$ cat config.mk
export PLATFORM = sky130hd
export DESIGN_NAME = pa_cp0_info_rd
export DESIGN_NICKNAME = d
export VERILOG_FILES = /design/src/rtl/pa_cp0_info_rd_pkg.sv /design/src/rtl/pa_cp0_info_rd_dec.sv /design/src/rtl/pa_cp0_info_rd.sv
export SDC_FILE = /design/constraint.sdc
export NUM_CORES = 1
export LEC_CHECK = 0
export BUFFER_PORTS_ARGS = -buffer_cell sky130_fd_sc_hd__buf_2
export CAP_MARGIN = 20
export CORE_AREA = 3 3 83 85
export DETAILED_ROUTE_END_ITERATION = 10
export DIE_AREA = 0 0 86 88
export PLACE_DENSITY = 0.85
export SYNTH_ARGS = -nofsm -noshare
export SYNTH_HDL_FRONTEND = slang
export SYNTH_SLANG_ARGS = --single-unit
$ cat constraint.sdc
create_clock -name regs_clk -period 4.3 [get_ports regs_clk]
set_input_delay 0.215 -clock regs_clk [delete_from_list [all_inputs] [get_ports regs_clk]]
set_output_delay 0.215 -clock regs_clk [all_outputs]
set_load 0.02 [all_outputs]
$ cat src/rtl/pa_cp0_info_rd_pkg.sv
// Shared definitions for the machine information CSR read path:
// CSR addresses, op encodings, FSM states and decoder output layout.
package pa_cp0_info_rd_pkg;

    localparam int INFO_W_DEF = 32;

    localparam logic [11:0] CSR_MVENDORID = 12'hF11;
    localparam logic [11:0] CSR_MARCHID   = 12'hF12;
    localparam logic [11:0] CSR_MIMPID    = 12'hF13;
    localparam logic [11:0] CSR_MHARTID   = 12'hF14;
    localparam logic [11:0] CSR_MCPUID    = 12'hFC0;

    typedef enum logic [1:0] {
        OP_RSV = 2'b00,
        OP_RW  = 2'b01,
        OP_RS  = 2'b10,
        OP_RC  = 2'b11
    } csr_op_e;

    typedef enum logic {
        ST_IDLE = 1'b0,
        ST_RESP = 1'b1
    } info_st_e;

    // One-hot select bit positions
    localparam int SEL_MVENDORID = 0;
    localparam int SEL_MARCHID   = 1;
    localparam int SEL_MIMPID    = 2;
    localparam int SEL_MHARTID   = 3;
    localparam int SEL_MCPUID    = 4;
    localparam int SEL_W         = 5;

    typedef struct packed {
        logic             hit;
        logic             expt;
        logic [SEL_W-1:0] sel;
    } info_dec_t;

    // rs/rc with a zero source performs no write
    function automatic logic csr_wr_intent(input logic [1:0] op, input logic rs1_x0);
        return (op == OP_RW) || (((op == OP_RS) || (op == OP_RC)) && !rs1_x0);
    endfunction

endpackage

$ cat src/rtl/pa_cp0_info_rd_dec.sv
// Combinational decode of an info-group CSR access: group hit, legality
// and a one-hot register select.
module pa_cp0_info_dec
    import pa_cp0_info_rd_pkg::*;
#(
    parameter logic [11:0] MCPUID_ADDR = CSR_MCPUID
) (
    input  logic [11:0] addr_i,
    input  logic [1:0]  op_i,
    input  logic        priv_m_i,
    input  logic        rs1_x0_i,
    output info_dec_t   dec_o
);

    logic [SEL_W-1:0] sel;
    logic             hit;

    always_comb begin
        sel = '0;
        if (addr_i == CSR_MVENDORID) sel[SEL_MVENDORID] = 1'b1;
        if (addr_i == CSR_MARCHID)   sel[SEL_MARCHID]   = 1'b1;
        if (addr_i == CSR_MIMPID)    sel[SEL_MIMPID]    = 1'b1;
        if (addr_i == CSR_MHARTID)   sel[SEL_MHARTID]   = 1'b1;
        if (addr_i == MCPUID_ADDR)   sel[SEL_MCPUID]    = 1'b1;
    end

    assign hit = |sel;

    // The whole group is machine-mode read-only; op 00 is reserved
    assign dec_o.hit  = hit;
    assign dec_o.expt = hit && (!priv_m_i || csr_wr_intent(op_i, rs1_x0_i) || (op_i == OP_RSV));
    assign dec_o.sel  = sel;

endmodule

$ cat src/rtl/pa_cp0_info_rd.sv
// Read front end for the machine information CSRs: accepts one IU request,
// captures the value, holds the response until ack/flush and pulses retire.
module pa_cp0_info_rd
    import pa_cp0_info_rd_pkg::*;
#(
    parameter logic [11:0] MCPUID_ADDR = CSR_MCPUID,
    parameter int          INFO_W      = INFO_W_DEF
) (
    input  logic              regs_clk,
    input  logic              cpurst_b,
    input  logic              iu_cp0_csr_vld,
    input  logic [11:0]       iu_cp0_csr_addr,
    input  logic [1:0]        iu_cp0_csr_op,
    input  logic              iu_cp0_rs1_x0,
    input  logic              iu_cp0_priv_m,
    input  logic              iu_cp0_rslt_ack,
    input  logic              iu_cp0_flush,
    input  logic [INFO_W-1:0] mvendorid_value,
    input  logic [INFO_W-1:0] marchid_value,
    input  logic [INFO_W-1:0] mimpid_value,
    input  logic [INFO_W-1:0] mhartid_value,
    input  logic [INFO_W-1:0] mcpuid_value,
    output logic              cp0_iu_rdy,
    output logic              cp0_iu_rslt_vld,
    output logic [INFO_W-1:0] cp0_iu_rslt,
    output logic              cp0_iu_hit,
    output logic              cp0_iu_expt,
    output logic              iui_regs_inst_csr,
    output logic              mcpuid_local_en
);

    info_st_e          state_q, state_d;
    logic [INFO_W-1:0] rslt_q, rslt_d;
    logic              hit_q, hit_d;
    logic              expt_q, expt_d;
    logic              mcpuid_q, mcpuid_d;

    info_dec_t         dec;
    logic [INFO_W-1:0] sel_val;
    logic              accept;
    logic              leave;

    pa_cp0_info_dec #(
        .MCPUID_ADDR (MCPUID_ADDR)
    ) u_dec (
        .addr_i   (iu_cp0_csr_addr),
        .op_i     (iu_cp0_csr_op),
        .priv_m_i (iu_cp0_priv_m),
        .rs1_x0_i (iu_cp0_rs1_x0),
        .dec_o    (dec)
    );

    // Excepting or missing accesses return zero data
    always_comb begin
        sel_val = ({INFO_W{dec.sel[SEL_MVENDORID]}} & mvendorid_value)
                | ({INFO_W{dec.sel[SEL_MARCHID]}}   & marchid_value)
                | ({INFO_W{dec.sel[SEL_MIMPID]}}    & mimpid_value)
                | ({INFO_W{dec.sel[SEL_MHARTID]}}   & mhartid_value)
                | ({INFO_W{dec.sel[SEL_MCPUID]}}    & mcpuid_value);
        if (dec.expt) sel_val = '0;
    end

    assign accept = (state_q == ST_IDLE) && iu_cp0_csr_vld && !iu_cp0_flush;
    assign leave  = (state_q == ST_RESP) && (iu_cp0_rslt_ack || iu_cp0_flush);

    always_ff @(posedge regs_clk or negedge cpurst_b) begin
        if (!cpurst_b) begin
            state_q  <= ST_IDLE;
            rslt_q   <= '0;
            hit_q    <= 1'b0;
            expt_q   <= 1'b0;
            mcpuid_q <= 1'b0;
        end else begin
            state_q  <= state_d;
            rslt_q   <= rslt_d;
            hit_q    <= hit_d;
            expt_q   <= expt_d;
            mcpuid_q <= mcpuid_d;
        end
    end

    always_comb begin
        state_d = state_q;
        case (state_q)
            ST_IDLE: if (iu_cp0_csr_vld && !iu_cp0_flush) state_d = ST_RESP;
            ST_RESP: if (iu_cp0_rslt_ack || iu_cp0_flush) state_d = ST_IDLE;
            default: state_d = ST_IDLE;
        endcase
    end

    // Captured fields are frozen through RESP and cleared once the response goes away
    always_comb begin
        rslt_d   = rslt_q;
        hit_d    = hit_q;
        expt_d   = expt_q;
        mcpuid_d = mcpuid_q;
        if (accept) begin
            rslt_d   = sel_val;
            hit_d    = dec.hit;
            expt_d   = dec.expt;
            mcpuid_d = (iu_cp0_csr_addr == MCPUID_ADDR);
        end else if (leave) begin
            rslt_d   = '0;
            hit_d    = 1'b0;
            expt_d   = 1'b0;
            mcpuid_d = 1'b0;
        end
    end

    always_comb begin
        cp0_iu_rdy        = (state_q == ST_IDLE);
        cp0_iu_rslt_vld   = (state_q == ST_RESP);
        cp0_iu_rslt       = rslt_q;
        cp0_iu_hit        = hit_q;
        cp0_iu_expt       = expt_q;
        iui_regs_inst_csr = (state_q == ST_RESP) && iu_cp0_rslt_ack && !iu_cp0_flush
                            && hit_q && !expt_q;
        mcpuid_local_en   = iui_regs_inst_csr && mcpuid_q;
    end

endmodule
==> results of run 1 <==
==> per-layer routing <==
layer / global-route usage, % / up-vias / share of wire, %
met3: 4.42 / 18 / 10
met1: 27.4 / 1434 / 36
met4: 9.21 / 0 / 2.2
li1: - / 1489 / -
met2: 44.7 / 189 / 52
met5: 0 / - / 0
==> kinds of logic after synthesis <==
kind of cell / Yosys count / synth area share [%]
AO/OA/AOI/OAI: 106 / 35.5
flip-flops: 36 / 33.7
multiplexers: 31 / 11.6
buffers and inverters: 30 / 5.90
AND/OR/NAND/NOR: 60 / 13.2
==> through the flow <==
| step | setup slack (ns) | std cells | cell area, um2 |
|---|---|---|---|
| after floorplan | 2.33 | 263 | 2670 |
| after global placement | 1.46 | 535 | 3770 |
| after detailed placement | 1.38 | 536 | 3790 |
| after CTS | 1.68 | 543 | 3870 |
| after global routing | 1.52 | 544 | 3880 |
| final | 1.71 | 544 | 3880 |
==> where the power goes <==
group,total (mW),internal (mW),switching [mW]
Combinational,0.187,0.0909,0.0961
Sequential,0.341,0.340,0.00133
Clock,0.225,0.110,0.114
==> critical path, delay by kind of cell <==
| family | cells | cell delay (ns) |
|---|---|---|
| simple gates | 1 | 0.96 |
| compound gates | 3 | 0.44 |
| buf+inv | 2 | 1.17 |
==> flip-flops by register name, indices dropped and copies added, names as in the netlist <==
name and flops:
mcpuid_q 1, cp0_iu_expt 1, cp0_iu_rslt_vld 1, cp0_iu_hit 1, cp0_iu_rslt 32
==> layout make-up <==
class	instances	area [um2]
fillers	560	2390
inverters	3	11.3
multi-input cells	197	1640
flip-flops and latches	36	901
clock buffers	6	72.6
clock inverters	1	5.00
well taps	77	96.3
repair buffers	224	1150
==> cells in the mapped netlist (2+ instances only) <==
cell	n
nor3b_1	2
o21ai_0	2
and2_1	2
buf_6	4
a22o_1	2
a211oi_1	2
a21boi_0	2
inv_1	2
nor3_1	3
nand3_1	2
o21ai_2	30
mux2i_1	31
nand2_1	35
a222oi_1	31
dfrtp_1	36
buf_2	12
o2bb2ai_1	31
or3b_1	3
a32o_1	2
clkbuf_1	11
==> final timing paths <==
| path | to | slack [ns] | cells past startpoint |
|---|---|---|---|
| worst max register to register | cp0_iu_rslt[31] | 2.27 | 5 |
| worst max-delay path | cp0_iu_rslt[10] | 1.71 | 6 |
| worst min register to register | cp0_iu_rslt[1] | 0.47 | 2 |
| worst min-delay path | cp0_iu_rslt[1] | 0.03 | 1 |
| max in group asynchronous | mcpuid_q | 3.75 | 1 |
| min in group regs_clk | cp0_iu_rslt_vld | 0.12 | 2 |
==> cell usage in the layout, fill, tap and decap left out, types with 3 or more instances in the layout <==
master     Yosys  final
o2bb2ai_1     31     31
mux2i_1       31     31
buf_4          0      5
clkbuf_8       0      5
dfrtp_1       36     36
nand2_1       35     35
or3b_1         3      3
buf_2         12    217
a222oi_1      31     31
o21ai_2       30     30
==> metrics, run 1 <==
DR vias 3,130; Clock Root Buffer clkbuf_8; global-route wire length before repair 14,600 um; final worst path period share 60.3%; Worst Path Max Fanout 38; Synth Instances 263; worst hold slack 0.0314 ns; post-CTS setup buffers 0; total detailed-routing wirelength 9590 um; H-tree depth 2; library cells used by synthesis 38; number of cells upsized or downsized after cts 0; via density per instance 5.75; upper clock frequency limit 386 MHz; arrival time of data at the critical path endpoint 2.80 ns; First DRT Iteration DRCs 197; antenna violations before repair 0; number of failing setup endpoints in the final timing report 0; Die X 86 um; Slowest cell on crit path nor4b_4; Design Power 0.752 mW; path category of the worst min-delay check primary input to asynchronous set/reset pin; Worst R2R Start cp0_iu_rslt_vld; Main synth FF type dfrtp_1; detail-routed net length per standard cell 17.6 um; RSZ-0062 raised after global routing no; pin count of the biggest net entering global routing 39; post-synthesis cell type with the largest combined area dfrtp_1; max-slew headroom at the worst pin 25.7%; Chip Height 88 um; slew of the pin with the lowest slew margin 1.11 ns; number of antenna-violating nets in the routed design 0; result of the run finished clean; gr ovfl total 0; initial standard-cell utilization of the core 42.5%; Power per Cell Area 194 nW/um2; Synth top area share 33.7%; area inside the core boundary 6280 um2; vias in the first global route 3,110; number of detailed-routing iterations run before antenna repair 8; clock latency on the worst-skew pair 0.28 ns; post-synthesis instance area 2670 um2; final net count 648; largest vdd supply drop 0.115 mV; Max Cap Violations 0; growth of design area from synthesis to finish 45.4%; layout cell share with drive strength beyond 1 57.4%; CTS tree done; sequential area share after synthesis 33.7%; clock sink count 36; count of pins on the block boundary 219; total routing usage reported by global routing 24.1%; die outline area 7570 um2; number of buffers created by CTS 5; number of enable flip-flop cells after synthesis 0; last weighted congestion value of the routability-driven placer 0.850; IO Port Bufs 217; leakage power summed over all cells 1.99 nW; Mapped Nets 444; critical path start-end classification primary input to flip-flop; maximum single-stage delay on the critical path 0.96 ns; launch point of the critical path iu_cp0_csr_addr[0]; register bit total from synthesis 36; fin util 61.8%; Antenna Diode Count 0; Worst Clk Skew 0.00385 ns; post-layout min period 2.59 ns; placed wire-length estimate after detailed placement 7460 um; final count of pins violating max slew 0; crit start category primary input; CP Capture Type flip-flop; dominant cells by area after synthesis dfrtp_1 (34%), a222oi_1 (12%), mux2i_1 (12%); Syn Area/Cell 10.2 um2; CTS clock-pin slew for the worst setup and hold paths 0.07 ns; setup TNS 0 ns; critical path, cell by cell buf_2 -> nor4b_4 -> buf_4 -> o2bb2ai_1 -> a222oi_1 -> o21ai_2; remaining routing DRC violations 0; Final Hold Fails 0; Rows 29; required time of the worst setup path 4.51 ns; CTS Buffer Depth 2; Ys Warns 0; number of buffers inserted for hold repair after clock tree synthesis 0; Synth async-reset ratio 100%
(Power assumes the default switching activity.)
==> run 2, diff against run 1 <==
--- a/config.mk
+++ b/config.mk
@@ -7,10 +7,10 @@
 export LEC_CHECK = 0
 export BUFFER_PORTS_ARGS = -buffer_cell sky130_fd_sc_hd__buf_2
 export CAP_MARGIN = 20
-export CORE_AREA = 3 3 83 85
+export CORE_AREA = 3 3 91 93
 export DETAILED_ROUTE_END_ITERATION = 10
-export DIE_AREA = 0 0 86 88
-export PLACE_DENSITY = 0.85
+export DIE_AREA = 0 0 94 96
+export PLACE_DENSITY = 0.75
 export SYNTH_ARGS = -nofsm -noshare
 export SYNTH_HDL_FRONTEND = slang
 export SYNTH_SLANG_ARGS = --single-unit
==> constraint.sdc (replaced) <==
create_clock -name regs_clk -period 2.26 [get_ports regs_clk]
set_input_delay 0.113 -clock regs_clk [delete_from_list [all_inputs] [get_ports regs_clk]]
set_output_delay 0.113 -clock regs_clk [all_outputs]
set_load 0.02 [all_outputs]
==> run 2 against run 1 <==
Effect of this change:
- utilization shrank 8.9 points
- power increased by 120%
- combinational power is 94% higher
- clock power grew to 2.7 times the previous value
- largest cell class unchanged
==> metrics, run 2 (same netlist as run 1, synthesis figures left out) <==
result of the run finished clean; setup TNS 0 ns; Worst Path Max Fanout 19; upper clock frequency limit 522 MHz; placed wire-length estimate after detailed placement 7660 um; Power per Cell Area 403 nW/um2; Rows 32; post-layout min period 1.92 ns; final count of pins violating max slew 0; Clock Root Buffer clkbuf_8; RSZ-0062 raised after global routing no; Max Cap Violations 0; maximum single-stage delay on the critical path 0.50 ns; critical path start-end classification flip-flop to flip-flop; Final Non-Filler Cells 579; required time of the worst setup path 2.40 ns; power dissipated by switching net loads 0.408 mW; number of failing setup endpoints in the final timing report 0; total detailed-routing wirelength 9410 um; IO Port Bufs 217; H-tree depth 2; number of detailed-routing iterations run before antenna repair 8; number of buffers created by CTS 5; Worst Reg-to-Reg Cells 5; post-CTS setup buffers 0; final worst path period share 84.8%; final net count 657; worst hold slack 0.0254 ns; last weighted congestion value of the routability-driven placer 0.790; post-placement cell count 570; Design Power 1.62 mW; Chip Height 96 um; die outline area 9020 um2; remaining routing DRC violations 0; crit start category flip-flop; highest-count cells in the layout ignoring fill and taps buf_2 (217), dfrtp_1 (36), nand2_1 (35); clock sink count 36; CTS tree done; Sequential Power Share 39.9%; vias in the first global route 2,951; global-route wire length before repair 14,100 um; largest vdd supply drop 0.228 mV; Antenna Diode Count 0; Final Hold Fails 0; critical path, cell by cell or3b_1 -> and2_1 -> buf_4 -> nand2_1 -> o21ai_2; number of cells upsized or downsized after cts 0; flip-flop count of the largest register, all copies and words added 32; fin util 53.0%; commonest non-fill, non-tap cell in the layout buf_2; Slowest cell on crit path or3b_1; via density per instance 5.43; leakage power summed over all cells 2.06 nW; pin count of the biggest net entering global routing 37; number of stages on the worst hold path 2; number of antenna-violating nets in the routed design 0; area inside the core boundary 7610 um2; total routing usage reported by global routing 19.6%; layout cell share with drive strength beyond 1 58.3%; internal power 1.22 mW; growth of design area from synthesis to finish 50.9%; DR vias 3,144; initial standard-cell utilization of the core 35.1%; antenna violations before repair 0; CTS clock-pin slew for the worst setup and hold paths 0.07 ns; detail-routed net length per standard cell 16.3 um; proportion of total power due to net switching 25.1%; clock latency on the worst-skew pair 0.28 ns; max-slew headroom at the worst pin 46.2%; count of pins on the block boundary 219; Die X 94 um; share of power burned in the clock network 37.7%; CP Capture Type flip-flop; logic gate share of total power 22.3%; gr ovfl total 0; CTS Buffer Depth 2; First DRT Iteration DRCs 188; slew of the pin with the lowest slew margin 0.807 ns; path category of the worst min-delay check primary input to flip-flop; arrival time of data at the critical path endpoint 2.06 ns; Worst Clk Skew 0.00329 ns
## run 2: changes by cell type in the layout (fill, tap and decap cells not counted), sizes merged
| cell | delta |
|---|---|
| buf | +8 |
| bufinv | +1 |
| clkbuf | +1 |
| clkinv | -1 |
| dlygate4sd3 | +1 |
## run 2: critical path: cells and delay by family, from the launching register on
kind	cells	cell delay [ns]
compound gates	1	0.05
buf+inv	1	0.31
flops	1	0.43
simple gates	3	0.98
## run 2: layer usage
metal / share of wire (%) / global-route usage, % / routed length (um)
met1: 39 / 22.9 / 3640
met3: 8.5 / 2.97 / 796
met4: 1.6 / 5.90 / 149
met2: 51 / 36.8 / 4830
met5: 0 / 0 / 0
## run 2: power groups by stage
stage                     Sequential [mW]  Combinational [mW]  Clock (mW)
after floorplan                     0.663               0.141           0
after global placement              0.661               0.356           0
after detailed placement            0.661               0.365           0
after CTS                           0.648               0.367       0.639
after global routing                0.648               0.401       0.665
final                               0.648               0.363       0.612
## run 2: final timing paths
| check | from | endpoint | slack [ns] |
|---|---|---|---|
| setup / recovery | cp0_iu_rslt_vld | cp0_iu_rslt[11] | 0.34 |
| hold / removal | iu_cp0_flush | cp0_iu_rslt_vld | 0.03 |
| setup reg to reg | cp0_iu_rslt_vld | cp0_iu_rslt[11] | 0.34 |
| hold reg to reg | cp0_iu_rslt[25] | cp0_iu_rslt[25] | 0.47 |
| max in group asynchronous | cpurst_b | mcpuid_q | 1.29 |
| min in group asynchronous | cpurst_b | cp0_iu_rslt[1] | 0.46 |
## run 2: cell type report
cell class,count,area [um2]
well taps,102,128
clock buffers,7,96.3
flip-flops and latches,36,901
multi-input cells,197,1640
clock inverters,1,30.0
repair buffers,233,1220
inverters,3,11.3
fillers,712,3580
## run 2: timing repair
action / 4_1_cts / 5_1_grt
setup endpoints to repair: 0 / 0
hold endpoints to repair: 36 / 0
hold buffers: 1 / 0
## run 2: stage by stage
step,instance area [um2],worst slack [ns]
2_1_floorplan,2670,0.395
5_1_grt,4030,0.205
4_1_cts,4030,0.318
3_3_place_gp,3890,0.289
3_5_place_dp,3890,0.284
6_report,4030,0.343
==> run 3, diff against run 2 <==
--- a/config.mk
+++ b/config.mk
@@ -7,10 +7,10 @@
 export LEC_CHECK = 0
 export BUFFER_PORTS_ARGS = -buffer_cell sky130_fd_sc_hd__buf_2
 export CAP_MARGIN = 20
-export CORE_AREA = 3 3 91 93
+export CORE_AREA = 3 3 86 88
 export DETAILED_ROUTE_END_ITERATION = 10
-export DIE_AREA = 0 0 94 96
-export PLACE_DENSITY = 0.75
+export DIE_AREA = 0 0 89 91
+export PLACE_DENSITY = 0.8
 export SYNTH_ARGS = -nofsm -noshare
 export SYNTH_HDL_FRONTEND = slang
 export SYNTH_SLANG_ARGS = --single-unit
==> constraint.sdc (replaced) <==
create_clock -name regs_clk -period 1.9 [get_ports regs_clk]
set_input_delay 0.095 -clock regs_clk [delete_from_list [all_inputs] [get_ports regs_clk]]
set_output_delay 0.095 -clock regs_clk [all_outputs]
set_load 0.02 [all_outputs]
==> run 3 against run 2 <==
Effect of this change:
- utilization increased by 6.3 points
- critical endpoint is now mcpuid_q
- critical path type is now primary input to flip-flop
- sequential cell count unchanged
- combinational power increased by 20%
- global-route usage increased by 3.5 points
- critical path depth increased by 1
- final cell count decreased by 3.5%
- non-clock buffer count increased by 2
- register-to-register slack got worse by 0.20 ns
- sequential power increased by 19%
- largest power group unchanged
==> metrics, run 3 (same netlist as run 1, synthesis figures left out) <==
path category of the worst min-delay check primary input to flip-flop; proportion of total power due to net switching 28.0%; final count of pins violating max slew 0; power dissipated by switching net loads 0.498 mW; flip-flop count of the largest register, all copies and words added 32; IO Port Bufs 217; remaining routing DRC violations 0; Final Non-Filler Cells 559; launch point of the critical path iu_cp0_flush; global-route wire length before repair 14,900 um; vias in the first global route 3,135; Sequential Power Share 43.4%; Antenna Diode Count 0; pin count of the biggest net entering global routing 37; DR vias 3,129; largest vdd supply drop 0.188 mV; Register-to-Register Setup Slack 0.14 ns; count of pins on the block boundary 219; First DRT Iteration DRCs 235; growth of design area from synthesis to finish 49.2%; Rows 30; gr ovfl total 0; upper clock frequency limit 559 MHz; max-slew headroom at the worst pin 43.8%; detail-routed net length per standard cell 17.3 um; clock latency on the worst-skew pair 0.28 ns; CTS clock-pin slew for the worst setup and hold paths 0.07 ns; RSZ-0062 raised after global routing no; worst setup path end mcpuid_q; crit start category primary input; number of failing setup endpoints in the final timing report 0; area inside the core boundary 6720 um2; reg2reg end mcpuid_q; slew of the pin with the lowest slew margin 0.843 ns; critical path start-end classification primary input to flip-flop; Worst Clk Skew 0.00284 ns; layout cell share with drive strength beyond 1 58.5%; total routing usage reported by global routing 23.0%; setup TNS 0 ns; commonest non-fill, non-tap cell in the layout buf_2; final net count 659; last weighted congestion value of the routability-driven placer 0.833; placed wire-length estimate after detailed placement 7870 um; Chip Height 91 um; highest-count cells in the layout ignoring fill and taps buf_2 (217), dfrtp_1 (36), nand2_1 (35); arrival time of data at the critical path endpoint 1.96 ns; number of antenna-violating nets in the routed design 0; total detailed-routing wirelength 9660 um; leakage power summed over all cells 2.04 nW; post-CTS setup buffers 0; initial standard-cell utilization of the core 39.7%; antenna violations before repair 0; Power per Cell Area 446 nW/um2; post-placement cell count 549; clock sink count 36; CTS tree done; final worst path period share 94.1%; Min-Delay Startpoint iu_cp0_rslt_ack; share of power burned in the clock network 32.1%; Worst Path Max Fanout 16; Clock Root Buffer clkbuf_8; Die X 89 um; Worst Reg-to-Reg Cells 4; Final Hold Fails 0; logic gate share of total power 24.5%; internal power 1.28 mW; CTS Buffer Depth 2; H-tree depth 2; number of detailed-routing iterations run before antenna repair 7; result of the run finished clean; Worst R2R Start cp0_iu_rslt_vld; via density per instance 5.60; required time of the worst setup path 2.07 ns; Max Cap Violations 0; post-layout min period 1.79 ns; CP Capture Type flip-flop; number of buffers created by CTS 5; die outline area 8100 um2
run 3: what timing repair did:
item / CTS / global route
hold buffers: 2 / 0
endpoints found under the setup margin: 0 / 1
resized for setup: 0 / 2
hold endpoints to repair: 37 / 0
run 3: metal layers:
layer | share of wire [%] | vias up | global-route usage, %
li1 | - | 1502 | -
met1 | 38 | 1439 | 26.7
met2 | 51 | 176 | 42.1
met3 | 9.9 | 12 | 4.72
met4 | 1.4 | 0 | 5.96
met5 | 0 | - | 0
run 3: worst min-delay path by stage:
| stage | to | slack [ns] | depth (start not counted) |
|---|---|---|---|
| CTS | cp0_iu_rslt_vld | 0.003 | 2 |
| finish | cp0_iu_rslt_vld | 0.02 | 2 |
| global placement | cp0_iu_rslt[5] | 0.22 | 1 |
| floorplan | cp0_iu_expt | -0.20 | 0 |
| detailed placement | cp0_iu_rslt[5] | 0.24 | 1 |
| global route | cp0_iu_rslt_vld | 0.01 | 2 |
run 3: cell type report:
class,instances,area [um2]
clock buffers,7,86.3
clock inverters,1,7.51
fillers,584,2740
inverters,3,11.3
multi-input cells,197,1650
flip-flops and latches,36,901
well taps,80,100
repair buffers,235,1230
run 3: critical path: stages:
cell	delay (ns)
dlygate4sd3_1	0.54
buf_2	0.14
or3b_1	0.49
and2_1	0.25
buf_4	0.21
a22o_1	0.23
run 3: power by group through the flow:
stage               clock network, mW  registers (mW)  logic (mW)
CTS                             0.598           0.770       0.435
global placement                    0           0.786       0.418
floorplan                           0           0.789       0.168
global route                    0.632           0.771       0.477
detailed placement                  0           0.786       0.431
finish                          0.571           0.771       0.434
run 3: metrics by stage:
step	cell area [um2]	setup WS [ns]	hold WS, ns	power, mW	utilization (%)
finish	3980	0.112	0.0185	1.78	59.3
global route	3980	0.0839	0.00995	1.88	59.3
CTS	3980	0.123	0.00257	1.80	59.2
detailed placement	3860	0.138	0.243	1.22	57.5
global placement	3860	0.225	0.220	1.20	57.5
floorplan	2670	0.0531	-0.201	0.957	-
